## config.mk

```make
export PLATFORM = sky130hd
export DESIGN_NAME = lc3_control_fsm
export DESIGN_NICKNAME = d
export VERILOG_FILES = /design/src/rtl/lc3_pkg.sv /design/src/rtl/lc3_mem_wait_timer.sv /design/src/rtl/lc3_control_fsm.sv
export SDC_FILE = /design/constraint.sdc
export NUM_CORES = 1
export LEC_CHECK = 0
export ABC_AREA = 1
export CORE_MARGIN = 8
export CORE_UTILIZATION = 35
export DETAILED_ROUTE_END_ITERATION = 8
export HOLD_SLACK_MARGIN = 0.06
export PLACE_DENSITY = 0.74
export SETUP_SLACK_MARGIN = 0.05
export SLEW_MARGIN = 20
export SYNTH_ARGS = -nofsm -noshare
export SYNTH_HDL_FRONTEND = slang
export SYNTH_SLANG_ARGS = --single-unit
```

## constraint.sdc

```tcl
create_clock -name clk -period 1.5 [get_ports clk]
set_input_delay 0.3 -clock clk [delete_from_list [all_inputs] [get_ports clk]]
set_output_delay 0.3 -clock clk [all_outputs]
set_load 0.02 [all_outputs]
```

## src/rtl/lc3_pkg.sv

```systemverilog
// Shared LC-3 encodings: opcodes, sequencer states and datapath mux selects.
// The datapath muxes decode the same select constants.
package lc3_pkg;

    localparam logic [3:0] OP_BR  = 4'b0000;
    localparam logic [3:0] OP_ADD = 4'b0001;
    localparam logic [3:0] OP_LD  = 4'b0010;
    localparam logic [3:0] OP_ST  = 4'b0011;
    localparam logic [3:0] OP_AND = 4'b0101;
    localparam logic [3:0] OP_NOT = 4'b1001;
    localparam logic [3:0] OP_JMP = 4'b1100;
    localparam logic [3:0] OP_LEA = 4'b1110;

    typedef enum logic [3:0] {
        S_FETCH0 = 4'd0,
        S_FETCH1 = 4'd1,
        S_FETCH2 = 4'd2,
        S_DECODE = 4'd3,
        S_ALU    = 4'd4,
        S_BR     = 4'd5,
        S_JMP    = 4'd6,
        S_LEA    = 4'd7,
        S_LD0    = 4'd8,
        S_LD1    = 4'd9,
        S_LD2    = 4'd10,
        S_ST0    = 4'd11,
        S_ST1    = 4'd12,
        S_ST2    = 4'd13,
        S_FAULT  = 4'd14
    } state_t;

    localparam logic [1:0] PCMUX_INC  = 2'd0;
    localparam logic [1:0] PCMUX_BUS  = 2'd1;
    localparam logic [1:0] PCMUX_ADDR = 2'd2;

    localparam logic       ADDR1_PC   = 1'b0;
    localparam logic       ADDR1_BASE = 1'b1;

    localparam logic [1:0] ADDR2_ZERO  = 2'd0;
    localparam logic [1:0] ADDR2_OFF6  = 2'd1;
    localparam logic [1:0] ADDR2_OFF9  = 2'd2;
    localparam logic [1:0] ADDR2_OFF11 = 2'd3;

    localparam logic [1:0] ALU_ADD   = 2'd0;
    localparam logic [1:0] ALU_AND   = 2'd1;
    localparam logic [1:0] ALU_NOT   = 2'd2;
    localparam logic [1:0] ALU_PASSA = 2'd3;

endpackage

```

## src/rtl/lc3_mem_wait_timer.sv

```systemverilog
// Counts cycles spent in a memory wait state without mem_ready; flags timeout on
// the cycle the count reaches MEM_WAIT_MAX. A ready in that same cycle suppresses it.
module lc3_mem_wait_timer #(
    parameter int MEM_WAIT_MAX = 16
) (
    input  logic clk,
    input  logic reset,
    input  logic in_wait,
    input  logic mem_ready,
    output logic timeout
);
    localparam int CW = $clog2(MEM_WAIT_MAX + 1);

    logic [CW-1:0] cnt;

    // Held at zero outside wait states, so every wait state is entered with a clear count.
    always_ff @(posedge clk) begin
        if (reset || !in_wait)
            cnt <= '0;
        else if (!mem_ready && cnt != CW'(MEM_WAIT_MAX - 1))
            cnt <= cnt + 1'b1;
    end

    assign timeout = in_wait && !mem_ready && (cnt == CW'(MEM_WAIT_MAX - 1));

endmodule

```

## src/rtl/lc3_control_fsm.sv

```systemverilog
// LC-3 microsequencer: fetch/decode/execute for ADD, AND, NOT, BR, JMP, LD, ST, LEA.
// Outputs are a Moore decode of state; ld_mdr follows mem_ready in the read-wait states.
module lc3_control_fsm
    import lc3_pkg::*;
#(
    parameter int MEM_WAIT_MAX = 16
) (
    input  logic        clk,
    input  logic        reset,
    input  logic [15:0] ir,
    input  logic        ben,
    input  logic        mem_ready,
    output logic        ld_mar,
    output logic        ld_mdr,
    output logic        ld_ir,
    output logic        ld_pc,
    output logic        ld_reg,
    output logic        ld_cc,
    output logic        gate_pc,
    output logic        gate_mdr,
    output logic        gate_alu,
    output logic        gate_marmux,
    output logic [1:0]  pcmux_sel,
    output logic        addr1_sel,
    output logic [1:0]  addr2_sel,
    output logic [1:0]  alu_op,
    output logic        mem_en,
    output logic        mem_we,
    output logic        fault,
    output logic [3:0]  state
);
    state_t st, nxt;
    logic   in_wait, timeout;

    assign in_wait = (st == S_FETCH1) || (st == S_LD1) || (st == S_ST2);

    lc3_mem_wait_timer #(.MEM_WAIT_MAX(MEM_WAIT_MAX)) u_timer (
        .clk       (clk),
        .reset     (reset),
        .in_wait   (in_wait),
        .mem_ready (mem_ready),
        .timeout   (timeout)
    );

    always_ff @(posedge clk) begin
        if (reset) st <= S_FETCH0;
        else       st <= nxt;
    end

    assign state = st;

    always_comb begin
        nxt         = st;
        ld_mar      = 1'b0;
        ld_mdr      = 1'b0;
        ld_ir       = 1'b0;
        ld_pc       = 1'b0;
        ld_reg      = 1'b0;
        ld_cc       = 1'b0;
        gate_pc     = 1'b0;
        gate_mdr    = 1'b0;
        gate_alu    = 1'b0;
        gate_marmux = 1'b0;
        pcmux_sel   = PCMUX_INC;
        addr1_sel   = ADDR1_PC;
        addr2_sel   = ADDR2_ZERO;
        alu_op      = ALU_ADD;
        mem_en      = 1'b0;
        mem_we      = 1'b0;
        fault       = 1'b0;
        unique case (st)
            S_FETCH0: begin
                gate_pc = 1'b1; ld_mar = 1'b1; ld_pc = 1'b1;
                nxt = S_FETCH1;
            end
            S_FETCH1: begin
                mem_en = 1'b1; ld_mdr = mem_ready;
                if (mem_ready)    nxt = S_FETCH2;
                else if (timeout) nxt = S_FAULT;
            end
            S_FETCH2: begin
                gate_mdr = 1'b1; ld_ir = 1'b1;
                nxt = S_DECODE;
            end
            S_DECODE: begin
                case (ir[15:12])
                    OP_ADD, OP_AND, OP_NOT: nxt = S_ALU;
                    OP_BR:  nxt = S_BR;
                    OP_JMP: nxt = S_JMP;
                    OP_LD:  nxt = S_LD0;
                    OP_ST:  nxt = S_ST0;
                    OP_LEA: nxt = S_LEA;
                    default: nxt = S_FAULT;
                endcase
            end
            // Operand B (register vs imm5) is picked by the datapath from ir[5].
            S_ALU: begin
                gate_alu = 1'b1; ld_reg = 1'b1; ld_cc = 1'b1;
                case (ir[15:12])
                    OP_AND:  alu_op = ALU_AND;
                    OP_NOT:  alu_op = ALU_NOT;
                    default: alu_op = ALU_ADD;
                endcase
                nxt = S_FETCH0;
            end
            S_BR: begin
                if (ben) begin
                    ld_pc = 1'b1; pcmux_sel = PCMUX_ADDR;
                    addr1_sel = ADDR1_PC; addr2_sel = ADDR2_OFF9;
                end
                nxt = S_FETCH0;
            end
            S_JMP: begin
                ld_pc = 1'b1; pcmux_sel = PCMUX_ADDR;
                addr1_sel = ADDR1_BASE; addr2_sel = ADDR2_ZERO;
                nxt = S_FETCH0;
            end
            S_LEA: begin
                gate_marmux = 1'b1; ld_reg = 1'b1;
                addr1_sel = ADDR1_PC; addr2_sel = ADDR2_OFF9;
                nxt = S_FETCH0;
            end
            S_LD0, S_ST0: begin
                ld_mar = 1'b1; gate_marmux = 1'b1;
                addr1_sel = ADDR1_PC; addr2_sel = ADDR2_OFF9;
                nxt = (st == S_LD0) ? S_LD1 : S_ST1;
            end
            S_LD1: begin
                mem_en = 1'b1; ld_mdr = mem_ready;
                if (mem_ready)    nxt = S_LD2;
                else if (timeout) nxt = S_FAULT;
            end
            S_LD2: begin
                gate_mdr = 1'b1; ld_reg = 1'b1; ld_cc = 1'b1;
                nxt = S_FETCH0;
            end
            S_ST1: begin
                alu_op = ALU_PASSA; gate_alu = 1'b1; ld_mdr = 1'b1;
                nxt = S_ST2;
            end
            S_ST2: begin
                mem_en = 1'b1; mem_we = 1'b1;
                if (mem_ready)    nxt = S_FETCH0;
                else if (timeout) nxt = S_FAULT;
            end
            S_FAULT: fault = 1'b1;
            default: nxt = S_FAULT;
        endcase
        // Reset silences every strobe at once, aborting any memory access in flight.
        if (reset) begin
            ld_mar = 1'b0; ld_mdr = 1'b0; ld_ir = 1'b0; ld_pc = 1'b0;
            ld_reg = 1'b0; ld_cc = 1'b0; gate_pc = 1'b0; gate_mdr = 1'b0;
            gate_alu = 1'b0; gate_marmux = 1'b0; pcmux_sel = PCMUX_INC;
            addr1_sel = ADDR1_PC; addr2_sel = ADDR2_ZERO; alu_op = ALU_ADD;
            mem_en = 1'b0; mem_we = 1'b0; fault = 1'b0;
        end
    end

endmodule
```

Word-level counts from Yosys, hierarchy flattened
Memory sizes are Yosys's and may differ from the RTL's.
Index checks and enable logic that the tools add are counted.
Storage, ports and cells
  bits in read-only memories: 64
  output and inout port bits: 24
  memories kept: 1
  latch bits: 0
  word-level logic and storage cells: 85
  bits in registers: 9
  input port bits: 20
  RAM bits: 0
Operators by class
  divide/modulo/power cells: 0
  reduce and logical (&&, ||, !) cells: 20
  bitwise operators: 0
  magnitude comparators: 0
  $add $sub $neg: 1
  mux-type cells: 43
  eq/ne operators: 18
  multipliers: 0
  shift-type cells: 0
Memory list
  (name not given): words 16, bits a word 4, rd ports 1, clocked after Yosys merged registers in 0, write ports 0, RTL line lc3_control_fsm.sv:86  | case (ir[15:12])
Operators with widths (number)
  4-bit one-hot mux with 10 select lines: 1
  4-bit == test, second input constant: 8
  1-bit two-way mux: 27
  4-bit by 3-bit == test with 1-bit output, second input constant: 5
  4-bit two-way mux: 4
  2-bit one-hot mux with 2 select lines: 4
  2-bit OR reduction: 6
  3-bit OR reduction: 4
  4-bit by 2-bit == test with 1-bit output, second input constant: 2
  2-bit two-way mux: 4
  5-bit by 1-bit adder with 5-bit output, second input constant: 1
  5-bit by 4-bit == test with 1-bit output, second input constant: 1
  5-bit by 4-bit != test with 1-bit output, second input constant: 1
  5-bit OR reduction: 1
  4-bit by 1-bit == test with 1-bit output, second input constant: 1
  4-bit logical NOT: 1
  1-bit one-hot mux with 2 select lines: 2
  1-bit logical AND: 3
  1-bit logical OR: 3
  3-bit two-way mux: 1
  1-bit logical NOT: 2

Logic depth before layout (Yosys ltp)
Gate-level depths: netlist of the first run.
  word-level depth: 8
  gate-level depth with buffers: 8
  gate-level depth less buffers: 8

Modules after synthesis
From an unflattened synthesis of the first run, not the netlist that was laid out.
Unflattened totals
  cell total of the unflattened synthesis: 148
  area total of the unflattened synthesis: 847.1 µm²
Modules (own cells, without submodules)
  lc3_control_fsm: seq. area each 80.1 µm², cells each 113, area each 590.6 µm², times used 1
  lc3_mem_wait_timer: seq. area each 100.1 µm², cells each 35, area each 256.5 µm², times used 1

Worst setup path after synthesis of the first run
OpenSTA, ideal clock, no wires.
  path kind: register to output
  start point: register st[0] (netlist: state[0])
  end point: output alu_op[1]
  arrival: 1.470 ns
  path buffers: 0
  cell stages (with the launch flop): 5
  path slack: -0.270 ns
  data required time: 1.200 ns
  cells stage by stage: dfxtp_1 -> nor2_2 -> nand2_1 -> nor2_1 -> a21boi_1
Between the ends
  longest elaborated chain between the ends: 3
  elaborated cells on any way between the ends: 4
  those cells by class: 2 x eq/ne; 2 x mux
Ends and longest elaborated chain
  from (decl): RTL line lc3_control_fsm.sv:32  | state_t st, nxt;
  from (signal assigned): RTL line lc3_control_fsm.sv:47  | else st <= nxt;
  4-bit == test or 4-bit by 3-bit == test with 1-bit output (tied branches): RTL line lc3_control_fsm.sv:71  | unique case (st)
  2-bit one-hot mux with 2 select lines (*): RTL line lc3_control_fsm.sv:71
  2-bit two-way mux (*): RTL line lc3_control_fsm.sv:150  | if (reset) begin
  to (decl): RTL line lc3_control_fsm.sv:26  | output logic [1:0] alu_op,
Mark *: on every way between the ends. The rest lies on a longest branch, timed or not.

Worst setup path in the final report of the first run
  start point: register st[1] (netlist: state[1])
  end point: output alu_op[0]
Same word-level chain as after synthesis.

==> results.toml, run 1 <==
[worst_setup_path]
crit_type = "register to output pin"
worstPathCellList = "nor2_4 > buf_4 > nand2_2 > o21a_1 > nor2_4 > buf_6"
max_stage_delay_ps = 380
worstPathMaxFanout = 6
ff2ff_path_depth = 8
cp_common_cell = "nor2_4"
cp_top_family = "flip-flops"
r2r_start = "u_timer.cnt[0]$_SDFFE_PN0P_"
crit_buf_inv = 2
crit_arrival_ps = 1430
reg2reg_slack_ps = 80
worst_setup_path_start_kind = "register"
crit_start = "state[1]$_SDFFE_PP0P_"
path_depth = 6
crit_required_ps = 1200
slowest_stage = "dfxtp_4"
timing.rr.end = "u_timer.cnt[3]$_SDFFE_PN0P_"
critPathCapture = "alu_op[0]"
setup.worst_path.end_class = "output pin"

[timing]
setup_violations = 18
setup_ws_ps = -230
slew_violations = 0
setup_tns_ps = -3090
rsz0062_at_grt = "yes"
finClkSkew_ps = 1.87
hold_viol_final = 0
hold_slack_ps = 559
fmax_ghz = 0.578
finalCriticalPeriod_ps = 1730
finalCritPeriodShare = 1.15

[route]
wirelength_met1_mm = 1.43
wl_per_cell_um = 16.5
top_layer = "met4"
routed_wl_mm = 3.95
route.met3.wl_um = 228
via_per_inst = 5.20
drc = 0
drt_first_pass_iters = 4
ant_nets = 0
met2_length_mm = 2.10
num_vias = 1242
drt_iter0_drc = 76

[run]
drv_cap = 0

[global_route]
track_usage = 0.161
antenna_found_initial = 0
grt_overflow = 0
grt_max_degree = 13
grt_pass1_wl_mm = 5.54
grt_pass1_vias = 1230

[yosys]
synth_area_sq_um = 826
synth_top_area_share = 0.218
synth-seq-area-share = 0.218
synth_xor_area_frac = 0.0212
yosysTopAreaCell = "dfxtp_1"
synth_edf_count = 0
synth.distinct_cells = 29
ys_warn_count = 0
synthCells = 138
synth_compound_area_frac = 0.165
synthAdderAreaFrac = 0.0606
synth_area_per_cell_sq_um = 5.98
synthTopCellsByArea = "dfxtp_1, nand2_1, nor2_1"
async_flop_share = 0
synth_top_family_by_area = "simple AND/OR/NAND/NOR gates"
ys_seq_elements = 9
synth_mux_area_frac = 0.0136
synth_flop_cell = "dfxtp_1"
synthSimpleGateAreaFrac = 0.412

[cts]
clkLatencyLatePin_ps = 270
cts_buffer_depth = 2
clk_pin_slew_ps = 60
cts_inserted_buffers = 3
cts_tree = "yes"
htree_levels = 1
cts-root-buf = "clkbuf_4"
cts_sinks = 9

[place]
routabilityCongestion = 0.970
dpl.cell_count = 229
hpwlAfterDp_mm = 2.70
pre_cts_slack_ps = -818
placed_area_sq_mm = 0.00152
portBuffers = 29

[finish]
fin_cells = 239
final_core_util = 0.805
final_cell_area_sq_mm = 0.00178
n_fill_cell = 157
nets = 236
syn_to_final_growth_pct = 116
antenna_cells = 0
drive_above_1_share = 0.597

[floorplanning]
start_util = 0.373
dieArea_sq_mm = 0.00417
io_pins = 44
die_height_um = 64.6
rows = 17
core_sq_mm = 0.00221
die_x_um = 64.6

[worst_hold_path]
hold_class = "register to register"
hp-start = "u_timer.cnt[2]$_SDFFE_PN0P_"

[power]
vdd_drop_max_v = 0.000585
power.total_mw = 1.08
p_leak_nw = 0.787
pwr_density_cell_mw_per_mm2 = 607

[status]
violations = "negative setup slack"
run_status = "complete, but fails checks"
==> cell type report <==
class | count | area (sq um) | area share
clock buffer | 3 | 22.5 | 0.0126
clock inverter | 1 | 5.00 | 0.00281
inverter | 18 | 72.6 | 0.0407
multi-input combinational | 109 | 833 | 0.468
sequential | 9 | 198 | 0.111
tap | 28 | 35.0 | 0.0197
timing repair buffer | 71 | 616 | 0.346
==> cell usage after synthesis, types with 3 or more instances <==
| cell type | number |
|---|---|
| a31oi_1 | 3 |
| nor2_2 | 4 |
| a21oi_1 | 11 |
| dfxtp_1 | 9 |
| inv_1 | 15 |
| nand2_1 | 31 |
| nand3_1 | 11 |
| nor2_1 | 24 |
| ha_1 | 4 |
| inv_2 | 3 |
==> cell usage in the layout, fill, tap and decap left out, drive strengths merged, types with 2 or more instances in the layout <==
master,Yosys,layout
buf,2,61
nand2,32,32
nor2,29,29
inv,18,18
nand3,12,12
a21oi,12,12
dfxtp,9,9
dlygate4sd2,0,6
clkdlybuf4s50,0,4
ha,4,4
o21ai,4,4
a31oi,3,3
clkbuf,1,3
nor3,3,3
o211ai,2,2
conb,1,2
==> metal layers <==
| metal | GRT usage | vias up |
|---|---|---|
| met3 | 0.0241 | 19 |
| met4 | 0.0736 | 0 |
| met5 | 0 | - |
| met1 | 0.160 | 572 |
| li1 | - | 589 |
| met2 | 0.316 | 62 |
==> how the worst min path moves through the flow <==
stage	to	slack (ps)	cells past startpoint
after floorplan	state[2]$_SDFFE_PP0P_	360	1
after global placement	u_timer.cnt[1]$_SDFFE_PN0P_	490	2
after detailed placement	u_timer.cnt[1]$_SDFFE_PN0P_	500	2
after CTS	u_timer.cnt[3]$_SDFFE_PN0P_	560	2
after global routing	u_timer.cnt[2]$_SDFFE_PN0P_	590	2
final	u_timer.cnt[2]$_SDFFE_PN0P_	560	2
==> what timing repair did <==
action                     4_1_cts  5_1_grt
pin swaps                       16        9
setup endpoints to repair       28       23
setup buffers                    6        0
gates resized for setup        151       17
hold buffers                     0        0
==> tightest hold or removal path, delay by kind of cell (launching register included) <==
family / cells / cell delay (ps)
and+or+nand+nor: 1 / 80
DFF: 1 / 370
xor gates and xnor gates: 1 / 80
==> state kept, by name (all words and copies together), names as in the netlist <==
name / count
state: 4
u_timer.cnt: 5
==> cell families (layout without fill, tap and decap cells) <==
group,count (synthesis),in the layout
fa+ha+maj,4,4
simple gates,77,77
other cells,1,2
mux,1,1
buf+inv,21,93
xor+xnor,2,2
compound gates,23,23
flops,9,9
==> report_power, final <==
group          total (mW)  switching, mW  internal, mW
Combinational       0.597          0.326         0.271
Sequential          0.294         0.0368         0.257
Clock               0.192         0.0929        0.0988
Total                1.08          0.455         0.627
Note: power is estimated with default switching activity, not from simulation.
==> run 2, diff against run 1 <==
--- a/config.mk
+++ b/config.mk
@@ -7,4 +7,5 @@
 export LEC_CHECK = 0
 export ABC_AREA = 1
+export ABC_CLOCK_PERIOD_IN_PS = 1500
 export CORE_MARGIN = 8
 export CORE_UTILIZATION = 35
==> constraint.sdc (replaced) <==
create_clock -name clk -period 1.5 [get_ports clk]
set_input_delay 0.3 -clock clk [delete_from_list [all_inputs] [get_ports clk]]
set_output_delay 0.3 -clock clk [all_outputs]
set_load 0.05 [all_outputs]
==> results.toml, run 2 (synthesis gave the netlist of run 1 again) <==
[status]
run_status = "complete, but fails checks"
violations = "negative setup slack"

[power]
switchingPower_mw = 0.649
vdd_drop_max_v = 0.000782
p_comb_frac = 0.631
p_int_mw = 0.730
netSwitchingFraction = 0.471
p_leak_nw = 0.918
pwr_density_cell_mw_per_mm2 = 654
pwr-share-clk = 0.147
p_seq_frac = 0.222

[timing]
finalCritPeriodShare = 1.24
rsz0062_at_grt = "yes"
fmax_ghz = 0.538
setup_violations = 27
hold_viol_final = 0
slew_violations = 0
finClkSkew_ps = 11.8
setup_ws_ps = -359
setup_tns_ps = -5570
finalCriticalPeriod_ps = 1860

[finish]
largest_reg_flops = 5
final_core_util = 0.953
n_fill_cell = 55
multi_input_area_sq_um = 900
final_common_cell = "buf_4"
nets = 246
seqCellArea_sq_um = 198
antenna_cells = 0
largest-register = "u_timer.cnt"
syn_to_final_growth_pct = 155
final_cell_area_sq_mm = 0.00211
layout_common_cells = "buf_4, nand2_1, buf_12"
drive_above_1_share = 0.665

[cts]
cts_tree = "yes"
clkLatencyLatePin_ps = 280
cts_inserted_buffers = 3
htree_levels = 1
cts_sinks = 9
cts_buffer_depth = 2
cts_hold_buf = 0
cts-root-buf = "clkbuf_4"
clk_pin_slew_ps = 80

[route]
num_vias = 1525
via_per_inst = 6.12
wl_per_cell_um = 23.6
drt_first_pass_iters = 5
routed_wl_mm = 5.86
drc = 0
drt_iter0_drc = 178
ant_nets = 0

[worst_setup_path]
worstPathCellList = "nand2_2 > inv_2 > buf_4 > nand2_4 > a31oi_4 > buf_12"
worstPathMaxFanout = 7
crit_buf_inv = 3
slowest_stage = "dfxtp_4"
max_stage_delay_ps = 450
crit_required_ps = 1200
cp_top_family = "flip-flops"
crit_arrival_ps = 1560
worst_setup_path_start_kind = "register"
setup.worst_path.end_class = "output pin"
crit_type = "register to output pin"

[floorplanning]
dieArea_sq_mm = 0.00417
io_pins = 44
rows = 17
core_sq_mm = 0.00221
die_height_um = 64.6
die_x_um = 64.6
start_util = 0.373

[global_route]
antenna_found_initial = 0
grt_overflow = 0
grt_pass1_vias = 1366
grt_pass1_wl_mm = 6.54
track_usage = 0.196
grt_max_degree = 15

[worst_hold_path]
hold_class = "input pin to register"

[place]
portBuffers = 29
hpwlAfterDp_mm = 2.69
routabilityCongestion = 0.881
placed_area_sq_mm = 0.00173

[run]
drv_cap = 0
-- run 2: worst reg2reg max path, stage by stage (launching register included) --
cell,delay (ps)
dfxtp_2,370
ha_4,160
nand2_1,80
nor2_1,140
ha_2,300
nor2_4,90
buf_4,150
nor2_1,220
nor3_1,100
-- run 2: cell type report --
type                       instances  area share
clock buffer                       3      0.0107
clock inverter                     1     0.00237
inverter                          18      0.0356
multi-input combinational        109       0.427
sequential                         9      0.0938
tap                               28      0.0166
timing repair buffer              81       0.414
-- run 2: worst paths after layout --
path                                                  start                          end  slack [ps]  cells past startpoint
worst max-delay path                  state[0]$_SDFFE_PP0P_                       ld_reg        -360                      6
worst min-delay path                                 ir[13]        state[2]$_SDFFE_PP0P_         590                      5
worst max register to register  u_timer.cnt[0]$_SDFFE_PN0P_        state[0]$_SDFFE_PP0P_        -220                      8
worst min register to register  u_timer.cnt[1]$_SDFFE_PN0P_  u_timer.cnt[1]$_SDFFE_PN0P_         600                      2
-- run 2: timing repair --
action	CTS	global route
hold endpoints to repair	0	0
setup endpoints to repair	22	25
pin swaps	23	19
setup buffers	17	7
gates resized for setup	31	28
-- run 2: layer usage --
layer	wire, um	vias to the layer above	track usage
li1	-	615	-
met1	2000	709	0.211
met2	2830	145	0.369
met3	524	56	0.0223
met4	507	0	0.0926
met5	0	-	0
-- run 2: power groups by stage --
stage               clock network, mW  logic, mW  registers [mW]
floorplan                           0      0.329           0.335
global placement                    0      0.663           0.294
detailed placement                  0      0.675           0.294
CTS                             0.196      0.752           0.292
global route                    0.206      0.895           0.307
finish                          0.203      0.871           0.306
-- run 2: per-stage QoR --
stage / hold slack [ps] / power (mW) / setup WS, ps / instances
floorplan: 359 / 0.664 / -192 / 139
global placement: 486 / 0.956 / -303 / 223
detailed placement: 514 / 0.969 / -337 / 223
CTS: 543 / 1.24 / -257 / 243
global route: 625 / 1.41 / -374 / 249
finish: 595 / 1.38 / -359 / 249
==> RTL edit 1, RTL diff (settings of run 2) <==
`MEM_WAIT_MAX` is set to 16 in 2 places; all go to 32.
--- a/src/rtl/lc3_mem_wait_timer.sv
+++ b/src/rtl/lc3_mem_wait_timer.sv
@@ -1,7 +1,7 @@
 // Counts cycles spent in a memory wait state without mem_ready; flags timeout on
 // the cycle the count reaches MEM_WAIT_MAX. A ready in that same cycle suppresses it.
 module lc3_mem_wait_timer #(
-    parameter int MEM_WAIT_MAX = 16
+    parameter int MEM_WAIT_MAX = 32
 ) (
     input  logic clk,
     input  logic reset,
--- a/src/rtl/lc3_control_fsm.sv
+++ b/src/rtl/lc3_control_fsm.sv
@@ -3,7 +3,7 @@
 module lc3_control_fsm
     import lc3_pkg::*;
 #(
-    parameter int MEM_WAIT_MAX = 16
+    parameter int MEM_WAIT_MAX = 32
 ) (
     input  logic        clk,
     input  logic        reset,
Behaviour: same outputs for any inputs over 10 cycles, from zero or initial values and one cycle with reset high; that may be too few to reach the edited logic, so the function may still have changed.
==> RTL edit 1 against run 2 <==
The flow still finishes with violations (negative setup slack). Sequential power is 5% higher. Worst setup slack worse by 0.031 ns. Final area is 3.4% higher. Wire length is 13% lower. Power is 13% higher. Clock power is 9.9% lower. Sequential cell count is 1 higher. Synthesized area is 10% higher. Largest power group unchanged.
==> RTL edit 1: results (changes against run 2) <==
[layout]
final_area_sq_um = 2180  ; +3.4%
fillerInstances = 111  ; +100%

[placed_design]
hpwlAfterDp_um = 2880  ; +7.1%
placed_cell_area_sq_um = 1780  ; +2.7%
place_congestion = 0.918  ; +4.2%
dp_cells = 249  ; +12%

[route]
via_per_inst = 5.57  ; -9.0%
wl_per_cell_um = 19.0  ; -19%
dr.first_iter.drc_count = 95  ; -47%
wirelength_um = 5070  ; -13%

[worst_hold_path]
worstHoldPathType = reg -> reg
min_path_cells = 2  ; -3
min-delay-start = u_timer.cnt[2]$_SDFFE_PN0P_

[sta]
setup_slack_ns = -0.390  ; -0.0309 ns
hold_slack_ns = 0.480  ; -0.115 ns
fin_tns_setup_ns = -4.59  ; +0.974 ns
finalSetupViolCount = 20  ; -26%

[synth]
ys_types = 27  ; -6.9%
yosysSeqAreaShare_pct = 22.0  ; +0.19 points
synth_xor_area_share_pct = 0  ; -2.1 points

[status]
outcome = finished with violations
violations = negative setup slack

[setup_path]
r2r-start = state[1]$_SDFFE_PP0P_
reg2reg_slack_ns = -0.08  ; +0.14 ns
worst-path-max-fanout = 5  ; -2

[clocking]
path_clk_slew_ns = 0.06  ; -0.02 ns

[global_routing]
grt_usage_pct = 18.5  ; -1.1 points
grt_max_degree = 8  ; -7

[RTL edit 1: worst max path at each step]
stage                               start            to  slack, ns  depth (start not counted)
floorplan           state[2]$_SDFFE_PP0P_  addr2_sel[1]      -0.21                          7
global route        state[1]$_SDFFE_PP0P_     alu_op[0]      -0.45                          6
CTS                 state[1]$_SDFFE_PP0P_  addr2_sel[1]      -0.27                          6
finish              state[1]$_SDFFE_PP0P_     alu_op[0]      -0.39                          6
detailed placement                 ir[13]     alu_op[1]      -0.32                          6
global placement                   ir[13]     alu_op[1]      -0.26                          6
[RTL edit 1: repair_timing]
item                                    in CTS  in global routing
pin swaps                                   14                 17
setup buffers                               11                  5
cloned                                       0                  0
endpoints found under the setup margin      19                 27
resized for setup                           36                 40
[RTL edit 1: through the flow]
stage / setup WS, ns / power [uW]
2_1_floorplan: -0.213 / 718
3_3_place_gp: -0.263 / 1060
3_5_place_dp: -0.318 / 1070
4_1_cts: -0.274 / 1370
5_1_grt: -0.445 / 1620
6_report: -0.390 / 1560
[RTL edit 1: cells by family (layout without fill, tap and decap cells)]
| kind of cell | after synthesis | in the layout |
|---|---|---|
| compound gates | 26 | 26 |
| fa+ha+maj | 3 | 3 |
| buf+inv | 27 | 104 |
| flops | 10 | 10 |
| other cells | 1 | 2 |
| simple gates | 92 | 92 |
[RTL edit 1: power breakdown]
group | switching [uW] | total (uW) | internal, uW
logic | 578 | 1050 | 474
clock network | 90.7 | 183 | 92.7
registers | 34.7 | 322 | 288
[RTL edit 1: final cells by class]
type | count | area share (%)
Clock buffer | 3 | 1.03
Inverter | 24 | 4.99
Multi-Input combinational cell | 123 | 42.3
Sequential cell | 10 | 9.93
Tap cell | 30 | 1.72
Timing Repair Buffer | 77 | 40.0
[RTL edit 1: critical path, stage by stage (launching register included)]
cell and delay, ns:
dfxtp_4 0.38, nor2_4 0.18, inv_2 0.08, nor2_4 0.16, nand4_1 0.16, a21oi_4 0.20
buf_12 0.15
[RTL edit 1: per-layer routing]
layer,track usage [%],vias to the layer above,share of wire (%)
li1,-,665,-
met1,18.8,704,36
met2,36.0,93,50
met3,2.18,26,9.1
met4,8.88,0,5.2
met5,0,-,0
==> RTL edit 2, RTL diff (config.mk and constraints of run 2) <==
Made on the original files. Put a register stage on the output `fault`, cleared by the reset. The value now appears one clock later. The other outputs are not delayed to match.
--- a/src/rtl/lc3_control_fsm.sv
+++ b/src/rtl/lc3_control_fsm.sv
@@ -29,6 +29,8 @@
     output logic        fault,
     output logic [3:0]  state
 );
+
+    logic fault_d;
     state_t st, nxt;
     logic   in_wait, timeout;
 
@@ -67,7 +69,7 @@
         alu_op      = ALU_ADD;
         mem_en      = 1'b0;
         mem_we      = 1'b0;
-        fault       = 1'b0;
+        fault_d     = 1'b0;
         unique case (st)
             S_FETCH0: begin
                 gate_pc = 1'b1; ld_mar = 1'b1; ld_pc = 1'b1;
@@ -143,7 +145,7 @@
                 if (mem_ready)    nxt = S_FETCH0;
                 else if (timeout) nxt = S_FAULT;
             end
-            S_FAULT: fault = 1'b1;
+            S_FAULT: fault_d = 1'b1;
             default: nxt = S_FAULT;
         endcase
         // Reset silences every strobe at once, aborting any memory access in flight.
@@ -152,7 +154,15 @@
             ld_reg = 1'b0; ld_cc = 1'b0; gate_pc = 1'b0; gate_mdr = 1'b0;
             gate_alu = 1'b0; gate_marmux = 1'b0; pcmux_sel = PCMUX_INC;
             addr1_sel = ADDR1_PC; addr2_sel = ADDR2_ZERO; alu_op = ALU_ADD;
-            mem_en = 1'b0; mem_we = 1'b0; fault = 1'b0;
+            mem_en = 1'b0; mem_we = 1'b0; fault_d = 1'b0;
+        end
+    end
+
+    always_ff @(posedge clk) begin
+        if (reset) begin
+            fault <= '0;
+        end else begin
+            fault <= fault_d;
         end
     end
 
Behaviour: not the same (Yosys sat finds a counterexample within 10 cycles, from zero or initial values and one cycle with reset high).
==> RTL edit 2 against run 2 <==
The run still ends with negative setup slack left. Critical path depth fell by 1. Power fell by 2.7%. Synthesized area rose by 6.1%. Sequential cell count rose by 1. Final area rose by 2.7%. Wire length fell by 26%. Largest cell class unchanged. First-iteration DRC count fell by 71%. Via count fell by 12%. Critical endpoint is now alu_op[1]. Worst setup slack improved by 0.057 ns.
==> RTL edit 2: results (changes against run 2) <==
[setup_path]
endpoint = alu_op[1]
crit_slowest_cell = dfxtp_4
reg2reg_slack_ns = -0.07  ; +0.15 ns
worstReg2RegEnd = state[1]$_SDFFE_PP0N_
crit_family = simple AND/OR/NAND/NOR gates
crit_start = state[0]$_SDFFE_PP0N_
arrival_ns = 1.50  ; -0.06 ns
rr_worst_depth = 11  ; +3
worst-path-max-fanout = 6  ; -1
r2r-start = u_timer.cnt[0]$_SDFFE_PN0P_

[status]
violations = negative setup slack
outcome = finished with violations

[worst_hold_path]
worstHoldPathType = reg -> reg
min_path_cells = 2  ; -3
holdPathEnd = u_timer.cnt[2]$_SDFFE_PN0P_

[sta]
finalSetupViolCount = 19  ; -30%
hold_slack_ns = 0.553  ; -0.0413 ns
setup_slack_ns = -0.302  ; +0.0568 ns
clock-skew-final_ns = 0.00825  ; -0.00350 ns

[layout]
stdcell_count = 254  ; +2.0%
buf_share_pct = 38.4  ; -3.0 points
multi_input_area_sq_um = 923  ; +2.6%
n_clock_buffer = 4  ; +1
nNonClkBuffers = 73  ; -9.9%
largest_reg_flops = 5  ; unchanged
inverters = 24  ; +6
multi_input_cells = 113  ; +3.7%
fillerInstances = 109  ; +98%
seq-cell-share_pct = 10.2  ; +0.85 points
drive_above_1_share_pct = 65.6  ; -0.89 points

[synth]
synth-seq-cells = 10  ; +1
synth-compound-area-share_pct = 13.4  ; -3.1 points
ys_types = 30  ; +3.4%
yosys-top-cells-area = dfxtp_1 (23%), nand2_1 (16%), nor2_1 (10%), inv_1 (7.7%), nand3_1 (6.3%)
synth_fa_ha_area_share_pct = 5.71  ; -0.35 points
synth.top_cells.by_count = nand2_1 (37), nor2_1 (24), inv_1 (18), nand3_1 (11), dfxtp_1 (10)
yosysSeqAreaShare_pct = 22.9  ; +1.0 points
synth_xor_area_share_pct = 1.00  ; -1.1 points
synthCells = 149  ; +8.0%

[placed_design]
hpwlAfterDp_um = 2750  ; +2.1%
dp_cells = 235  ; +5.4%

[global_routing]
grt_max_degree = 9  ; -6
grt_antenna_before_repair = 0  ; unchanged
grt_pass1_wl_um = 6100  ; -6.8%
first_global_vias = 1415  ; +3.6%
grt_usage_pct = 17.7  ; -1.9 points

[route]
via_count = 1338  ; -12%
dr.first_iter.drc_count = 52  ; -71%
dr.pass1.iters = 4  ; -1
wirelength_um = 4350  ; -26%

[clocking]
post_cts_buffers = 13  ; -4

[power_and_ir_drop]
peakVddDrop_v = 0.000759  ; -3.0%
p_leak_uw = 0.000941  ; +2.5%

==> RTL edit 2: cell types whose count changed in the layout (fill, tap and decap cells not counted), sizes merged, moves of 2 or more <==
cell           change
buf                -9
nand2              +7
inv                +5
nor3               +4
a21oi              -3
clkdlybuf4s50      +2
dlymetal6s2s       -2
nor2               -2
o21ai              +2
==> RTL edit 2: power by group <==
group          leakage (uW)  internal (uW)  switching, uW
registers         0.0000857            279           33.6
logic              0.000834            337            442
clock network     0.0000210            148            103
==> RTL edit 2: per-layer routing <==
metal  GRT usage, %  wire length [um]
met5              0                 0
met4           14.1               250
met3           3.56               337
met2           33.0              2260
met1           16.2              1500
==> RTL edit 2: stage by stage <==
stage	utilization, %	setup TNS, ns	total power (uW)	area, sq um	worst slack, ns
finish	89.0	-3.24	1340	2160	-0.302
global route	89.0	-4.52	1400	2160	-0.359
CTS	83.7	-2.39	1270	2040	-0.217
detailed placement	72.8	-4.05	940	1770	-0.375
global placement	72.8	-3.70	924	1770	-0.330
floorplan	-	-0.746	656	1090	-0.193
